File: src/rtl/uart_pkg.sv
// UART transmitter shared definitions.
// FSM encoding, default oversampling and data-length helpers.
package uart_pkg;

    typedef enum logic [2:0] {
        IDLE,
        START,
        DATA,
        PARITY,
        STOP1,
        STOP2
    } state_t;

    localparam int OVERSAMPLE_DEF = 16;
    localparam int UBRR_W         = 12;
    localparam int DATA_W         = 8;

    localparam int DATA_LEN_5 = 5;
    localparam int DATA_LEN_6 = 6;
    localparam int DATA_LEN_7 = 7;
    localparam int DATA_LEN_8 = 8;

    // Number of data bits selected by a DLS code.
    function automatic int data_len(input logic [1:0] dls);
        int len;
        unique case (dls)
            2'd0:    len = DATA_LEN_5;
            2'd1:    len = DATA_LEN_6;
            2'd2:    len = DATA_LEN_7;
            default: len = DATA_LEN_8;
        endcase
        return len;
    endfunction

    // Index of the last data bit sent for a DLS code.
    function automatic logic [2:0] last_index(input logic [1:0] dls);
        return 3'(data_len(dls) - 1);
    endfunction

    // Parity over the sent data bits; eps=1 even, eps=0 odd.
    function automatic logic parity(
        input logic [DATA_W-1:0] data,
        input logic [1:0]        dls,
        input logic              eps
    );
        logic p;
        p = 1'b0;
        for (int i = 0; i < DATA_W; i++) begin
            if (i < data_len(dls)) begin
                p = p ^ data[i];
            end
        end
        return p ^ ~eps;
    endfunction

endpackage

File: src/rtl/uart_baud_gen.sv
// Baud prescaler for the UART transmitter.
// Emits a one-cycle tick every div+1 clocks; clr restarts the count.
module uart_baud_gen
    import uart_pkg::*;
(
    input  logic              clk,
    input  logic              rst,
    input  logic              clr,
    input  logic [UBRR_W-1:0] div,
    output logic              tick
);

    logic [UBRR_W-1:0] cnt_q;
    logic              wrap;

    assign wrap = (cnt_q == div);

    // Prescale counter, held at zero while cleared.
    always_ff @(posedge clk or posedge rst) begin
        if (rst) begin
            cnt_q <= '0;
        end else if (clr || wrap) begin
            cnt_q <= '0;
        end else begin
            cnt_q <= cnt_q + 1'b1;
        end
    end

    assign tick = !clr && wrap;

endmodule

File: src/rtl/uart_tx.sv
// UART transmitter with configurable length, parity and stop bits.
// Frame settings are captured at acceptance and held for the frame.
module uart_tx
    import uart_pkg::*;
#(
    parameter int OVERSAMPLE = OVERSAMPLE_DEF
) (
    input  logic              pClk,
    input  logic              pReset,
    input  logic              TxStart,
    input  logic [DATA_W-1:0] TxData,
    input  logic [UBRR_W-1:0] UBRR,
    input  logic [1:0]        DLS,
    input  logic              STOP,
    input  logic              PEN,
    input  logic              EPS,
    output logic              Tx,
    output logic              TxBusy,
    output logic              TxDone
);

    localparam int TW = (OVERSAMPLE > 1) ? $clog2(OVERSAMPLE) : 1;
    localparam logic [TW-1:0] TLAST = TW'(OVERSAMPLE - 1);

    state_t state_q;
    state_t state_d;

    logic [DATA_W-1:0] data_q;
    logic [UBRR_W-1:0] ubrr_q;
    logic [1:0]        dls_q;
    logic              stop_q;
    logic              pen_q;
    logic              eps_q;
    logic [2:0]        idx_q;
    logic [TW-1:0]     tcnt_q;
    logic              done_q;

    logic accept;
    logic tick;
    logic bit_end;
    logic done_d;
    logic tx_c;

    assign accept  = (state_q == IDLE) && TxStart;
    assign bit_end = tick && (tcnt_q == TLAST);

    uart_baud_gen u_baud (
        .clk  (pClk),
        .rst  (pReset),
        .clr  (state_q == IDLE),
        .div  (ubrr_q),
        .tick (tick)
    );

    // State register.
    always_ff @(posedge pClk or posedge pReset) begin
        if (pReset) begin
            state_q <= IDLE;
        end else begin
            state_q <= state_d;
        end
    end

    // Next-state, line level and completion decode.
    always_comb begin
        state_d = state_q;
        done_d  = 1'b0;
        tx_c    = 1'b1;
        unique case (state_q)
            IDLE: begin
                tx_c = 1'b1;
                if (TxStart) begin
                    state_d = START;
                end
            end
            START: begin
                tx_c = 1'b0;
                if (bit_end) begin
                    state_d = DATA;
                end
            end
            DATA: begin
                tx_c = data_q[idx_q];
                if (bit_end && idx_q == last_index(dls_q)) begin
                    state_d = pen_q ? PARITY : STOP1;
                end
            end
            PARITY: begin
                tx_c = parity(data_q, dls_q, eps_q);
                if (bit_end) begin
                    state_d = STOP1;
                end
            end
            STOP1: begin
                tx_c = 1'b1;
                if (bit_end) begin
                    state_d = stop_q ? STOP2 : IDLE;
                    done_d  = !stop_q;
                end
            end
            STOP2: begin
                tx_c = 1'b1;
                if (bit_end) begin
                    state_d = IDLE;
                    done_d  = 1'b1;
                end
            end
            default: begin
                state_d = IDLE;
                tx_c    = 1'b1;
            end
        endcase
    end

    // Frame settings captured when a request is accepted.
    always_ff @(posedge pClk or posedge pReset) begin
        if (pReset) begin
            data_q <= '0;
            ubrr_q <= '0;
            dls_q  <= '0;
            stop_q <= 1'b0;
            pen_q  <= 1'b0;
            eps_q  <= 1'b0;
        end else if (accept) begin
            data_q <= TxData;
            ubrr_q <= UBRR;
            dls_q  <= DLS;
            stop_q <= STOP;
            pen_q  <= PEN;
            eps_q  <= EPS;
        end
    end

    // Baud ticks per bit and the data-bit index.
    always_ff @(posedge pClk or posedge pReset) begin
        if (pReset) begin
            tcnt_q <= '0;
            idx_q  <= '0;
        end else if (state_q == IDLE) begin
            tcnt_q <= '0;
            idx_q  <= '0;
        end else begin
            if (tick) begin
                tcnt_q <= (tcnt_q == TLAST) ? '0 : tcnt_q + 1'b1;
            end
            if (state_q == DATA && bit_end) begin
                idx_q <= idx_q + 1'b1;
            end
        end
    end

    // One-cycle completion pulse in the first idle cycle.
    always_ff @(posedge pClk or posedge pReset) begin
        if (pReset) begin
            done_q <= 1'b0;
        end else begin
            done_q <= done_d;
        end
    end

    assign Tx     = tx_c;
    assign TxBusy = (state_q != IDLE);
    assign TxDone = done_q;

endmodule

File: config.mk
export PLATFORM = sky130hd
export DESIGN_NAME = uart_tx
export DESIGN_NICKNAME = d
export VERILOG_FILES = /design/src/rtl/uart_pkg.sv /design/src/rtl/uart_baud_gen.sv /design/src/rtl/uart_tx.sv
export SDC_FILE = /design/constraint.sdc
export NUM_CORES = 1
export LEC_CHECK = 0
export CELL_PAD_IN_SITES_DETAIL_PLACEMENT = 1
export CELL_PAD_IN_SITES_GLOBAL_PLACEMENT = 2
export CORE_UTILIZATION = 39
export CTS_CLUSTER_SIZE = 10
export DETAILED_ROUTE_END_ITERATION = 8
export PLACE_DENSITY = 0.95
export RECOVER_POWER = 50
export SLEW_MARGIN = 20
export SYNTH_ARGS = -nofsm -noshare
export SYNTH_HDL_FRONTEND = slang
export SYNTH_SLANG_ARGS = --single-unit
File: constraint.sdc
create_clock -name pClk -period 3.5 [get_ports pClk]
set_input_delay 0.875 -clock pClk [delete_from_list [all_inputs] [get_ports pClk]]
set_output_delay 0.875 -clock pClk [all_outputs]
set_load 0.03 [all_outputs]
==> flow_summary.yaml <==
die:
  dieWidth_um: 82.3
  rows: 28
  initial_core_util_pct: 41.5
  die_h_um: 82.3
  ioPinCount: 31
  die_area_um2: 6780
  coreArea_um2: 6060
synthesis:
  ys_seq_elements: 48
  avgSynthCellArea_um2: 10.8
  ys.flop_type: "dfrtp_1"
  syn_area_um2: 2520
  syn_nets: 268
  synth-edff-count: 0
  ys_seq_area_share_pct: 47.7
  netlist.area_leader.share_pct: 47.7
  yosys.area.top_type: "dfrtp_1"
  synth_most_common_cell: "dfrtp_1"
  synthArstFlopShare_pct: 100
  syn_inst: 233
  synth_cell_type_count: 39
  yosys_warnings: 0
  yosys-top-cells-area: "dfrtp_1 (48%), mux2_2 (9.4%), xor2_1 (7.0%)"
  yosys-top-cells-count: "dfrtp_1 (48), mux2_2 (21), nor2_1 (21), xor2_1 (20), nand2_1 (15)"
sta:
  max-slew-margin-rel_pct: 13.4
  maxClockFrequency_mhz: 308
  period_needed_ns: 3.25
  setup_viol_count_final: 0
  slew_viol_final: 0
  finalHoldViolCount: 0
  rsz0062_at_grt: "no"
  finalCritPeriodShare_pct: 92.8
  clock_skew_ns: 0.00423
  fin_setup_tns_ns: 0
  worst_pin_slew_ns: 1.30
grt:
  grt_usage_pct: 18.5
  grt_max_degree: 25
  antenna_found_initial: 0
  grt_pass1_wl_um: 9410
  grt_pass1_vias: 1945
  overflow: 0
run:
  drv_cap: 0
finish:
  nets: 298
  drive_gt1_share_pct: 13.3
  postLayoutCellArea_um2: 2980
  area_growth_syn_to_layout_pct: 18.4
  fin_cells: 339
  num_antenna_cells: 0
clock_tree:
  clk_latency_ns: 0.30
  ctsResizeCount: 1
  post_cts.repair.setup_buffers: 0
  cts-root-buf: "clkbuf_8"
  cts_tree: "built"
  clk_pin_slew_worst_paths_ns: 0.08
  postCtsHoldBufs: 0
  cts_buffers: 5
  clock-sinks: 48
  cts.htree.levels: 2
  cts_buffer_depth: 2
placement:
  postPlaceCellArea_um2: 2900
  io_buffer_count: 30
  place_inst: 331
  gp_congestion: 0.769
  hpwlAfterDp_um: 4010
detailed_routing:
  dr.pass1.iters: 4
  drtIter0Drc: 60
  drtAntennaViolNets: 0
  post_drt_wl_per_cell_um: 15.6
  drc_errors: 0
  finalWirelength_um: 5300
  dr_total_vias: 1776
  viasPerCell: 5.24
run_status:
  status: "finished clean"
critical_path:
  critPathMaxStageDelay_ns: 0.41
  end_kind: "output pin"
  critPathArrivalTime_ns: 2.37
  crit_path_frequent_cell: "xnor2_1"
  startpoint_type: "flip-flop"
  critical_path_class: "reg2out"
  required_ns: 2.62
  crit_chain: "inv_1 > ha_1 > o21a_1 > o21ai_0 > xnor2_1 > xnor2_1 > a311o_1 > dlygate4sd2_1"
  crit_path_max_fanout: 4
  cp_slowest_cell: "dfrtp_1"
pwr:
  p_sw_share_pct: 33.5
  p_per_area_nw_per_um2: 603
  p_sw_mw: 0.603
  vdd_drop_max_mv: 0.357
  power_frac_seq_pct: 47.5
  leakage_nw: 1.26
  p_int_mw: 1.19
  power_mw: 1.80
  pwr-share-comb_pct: 33.4
  power_frac_clock_pct: 19.1
hold_path:
  hold_class: "reg2reg"
critical path: cells and delay by family (launching register included):
| family | cells | cell delay (ns) |
|---|---|---|
| AO/OA/AOI/OAI | 3 | 0.74 |
| adder cells (fa/ha/maj) | 1 | 0.24 |
| flip-flops | 1 | 0.41 |
| buffers and inverters | 2 | 0.43 |
| XOR/XNOR | 2 | 0.25 |
stage by stage:
step                      util [%]  hold WS (ns)  setup WS (ns)
final                         49.2         0.537          0.252
after global routing          49.2         0.560          0.120
after CTS                     49.4         0.545          0.228
after detailed placement      47.9         0.525          0.337
after global placement        47.9         0.511          0.401
after floorplan                  -         0.490          0.879
cell usage in the layout, fill, tap and decap left out, types with 2 or more instances in the layout:
| master | instances |
|---|---|
| a21oi_1 | 8 |
| a31oi_1 | 2 |
| and3_1 | 4 |
| clkbuf_1 | 3 |
| clkbuf_8 | 6 |
| clkdlybuf4s50_1 | 28 |
| dfrtp_1 | 48 |
| ha_1 | 7 |
| inv_1 | 9 |
| mux2_2 | 21 |
| mux2i_1 | 2 |
| mux4_2 | 2 |
| nand2_1 | 15 |
| nand3_1 | 9 |
| nand4_1 | 3 |
| nor2_1 | 21 |
| nor3_1 | 2 |
| nor4_1 | 2 |
| nor4_2 | 2 |
| o211ai_1 | 2 |
| o21ai_0 | 10 |
| or3_1 | 5 |
| xnor2_1 | 13 |
| xor2_1 | 20 |
state kept, by name (all words and copies together), names as in the netlist:
| register | flops |
|---|---|
| tcnt_q | 4 |
| idx_q | 3 |
| data_q | 8 |
| pen_q | 1 |
| ubrr_q | 12 |
| dls_q | 2 |
| eps_q | 1 |
| TxDone | 1 |
| state_q | 3 |
| stop_q | 1 |
| u_baud.cnt_q | 12 |
routing by layer:
layer	part of all wire [%]	routed length, um	track usage (%)
met1	49	2620	25.4
met2	46	2460	29.8
met3	2.6	137	2.64
met4	1.7	89	6.67
met5	0	0	0
cell families after synthesis:
logic type,after synthesis,synth area share [%]
multiplexers,25,12.0
flip-flops,48,47.7
AND/OR/NAND/NOR,71,14.8
buffers and inverters,19,3.08
AO/OA/AOI/OAI,30,7.46
adder cells (fa/ha/maj),7,3.48
XOR/XNOR,33,11.5
layout make-up:
class,instances,area (um2)
Inverter,9,33.8
Sequential cell,48,1200
Timing Repair Buffer,33,327
Multi-Input combinational cell,166,1230
Clock inverter,1,7.51
Clock buffer,7,86.3
Tap cell,75,93.8
Fill cell,669,3080
path summary, 6_finish.rpt:
kind	startpoint	endpoint	slack, ns	depth (start not counted)
max reg2reg	u_baud.cnt_q[1]	u_baud.cnt_q[8]	1.30	5
min	ubrr_q[0]	ubrr_q[0]	0.54	1
min in group asynchronous	pReset	ubrr_q[1]	0.88	2
min reg2reg	ubrr_q[0]	ubrr_q[0]	0.54	1
max	dls_q[1]	Tx	0.25	8
max in group asynchronous	pReset	u_baud.cnt_q[8]	1.20	3
power groups by stage:
stage	sequential (mW)	clock (mW)	combinational (mW)
detailed placement	0.866	0	0.610
CTS	0.855	0.358	0.616
global placement	0.856	0	0.580
finish	0.854	0.343	0.600
global route	0.879	0.367	0.681
floorplan	0.815	0	0.492
(Power assumes the default switching activity.)
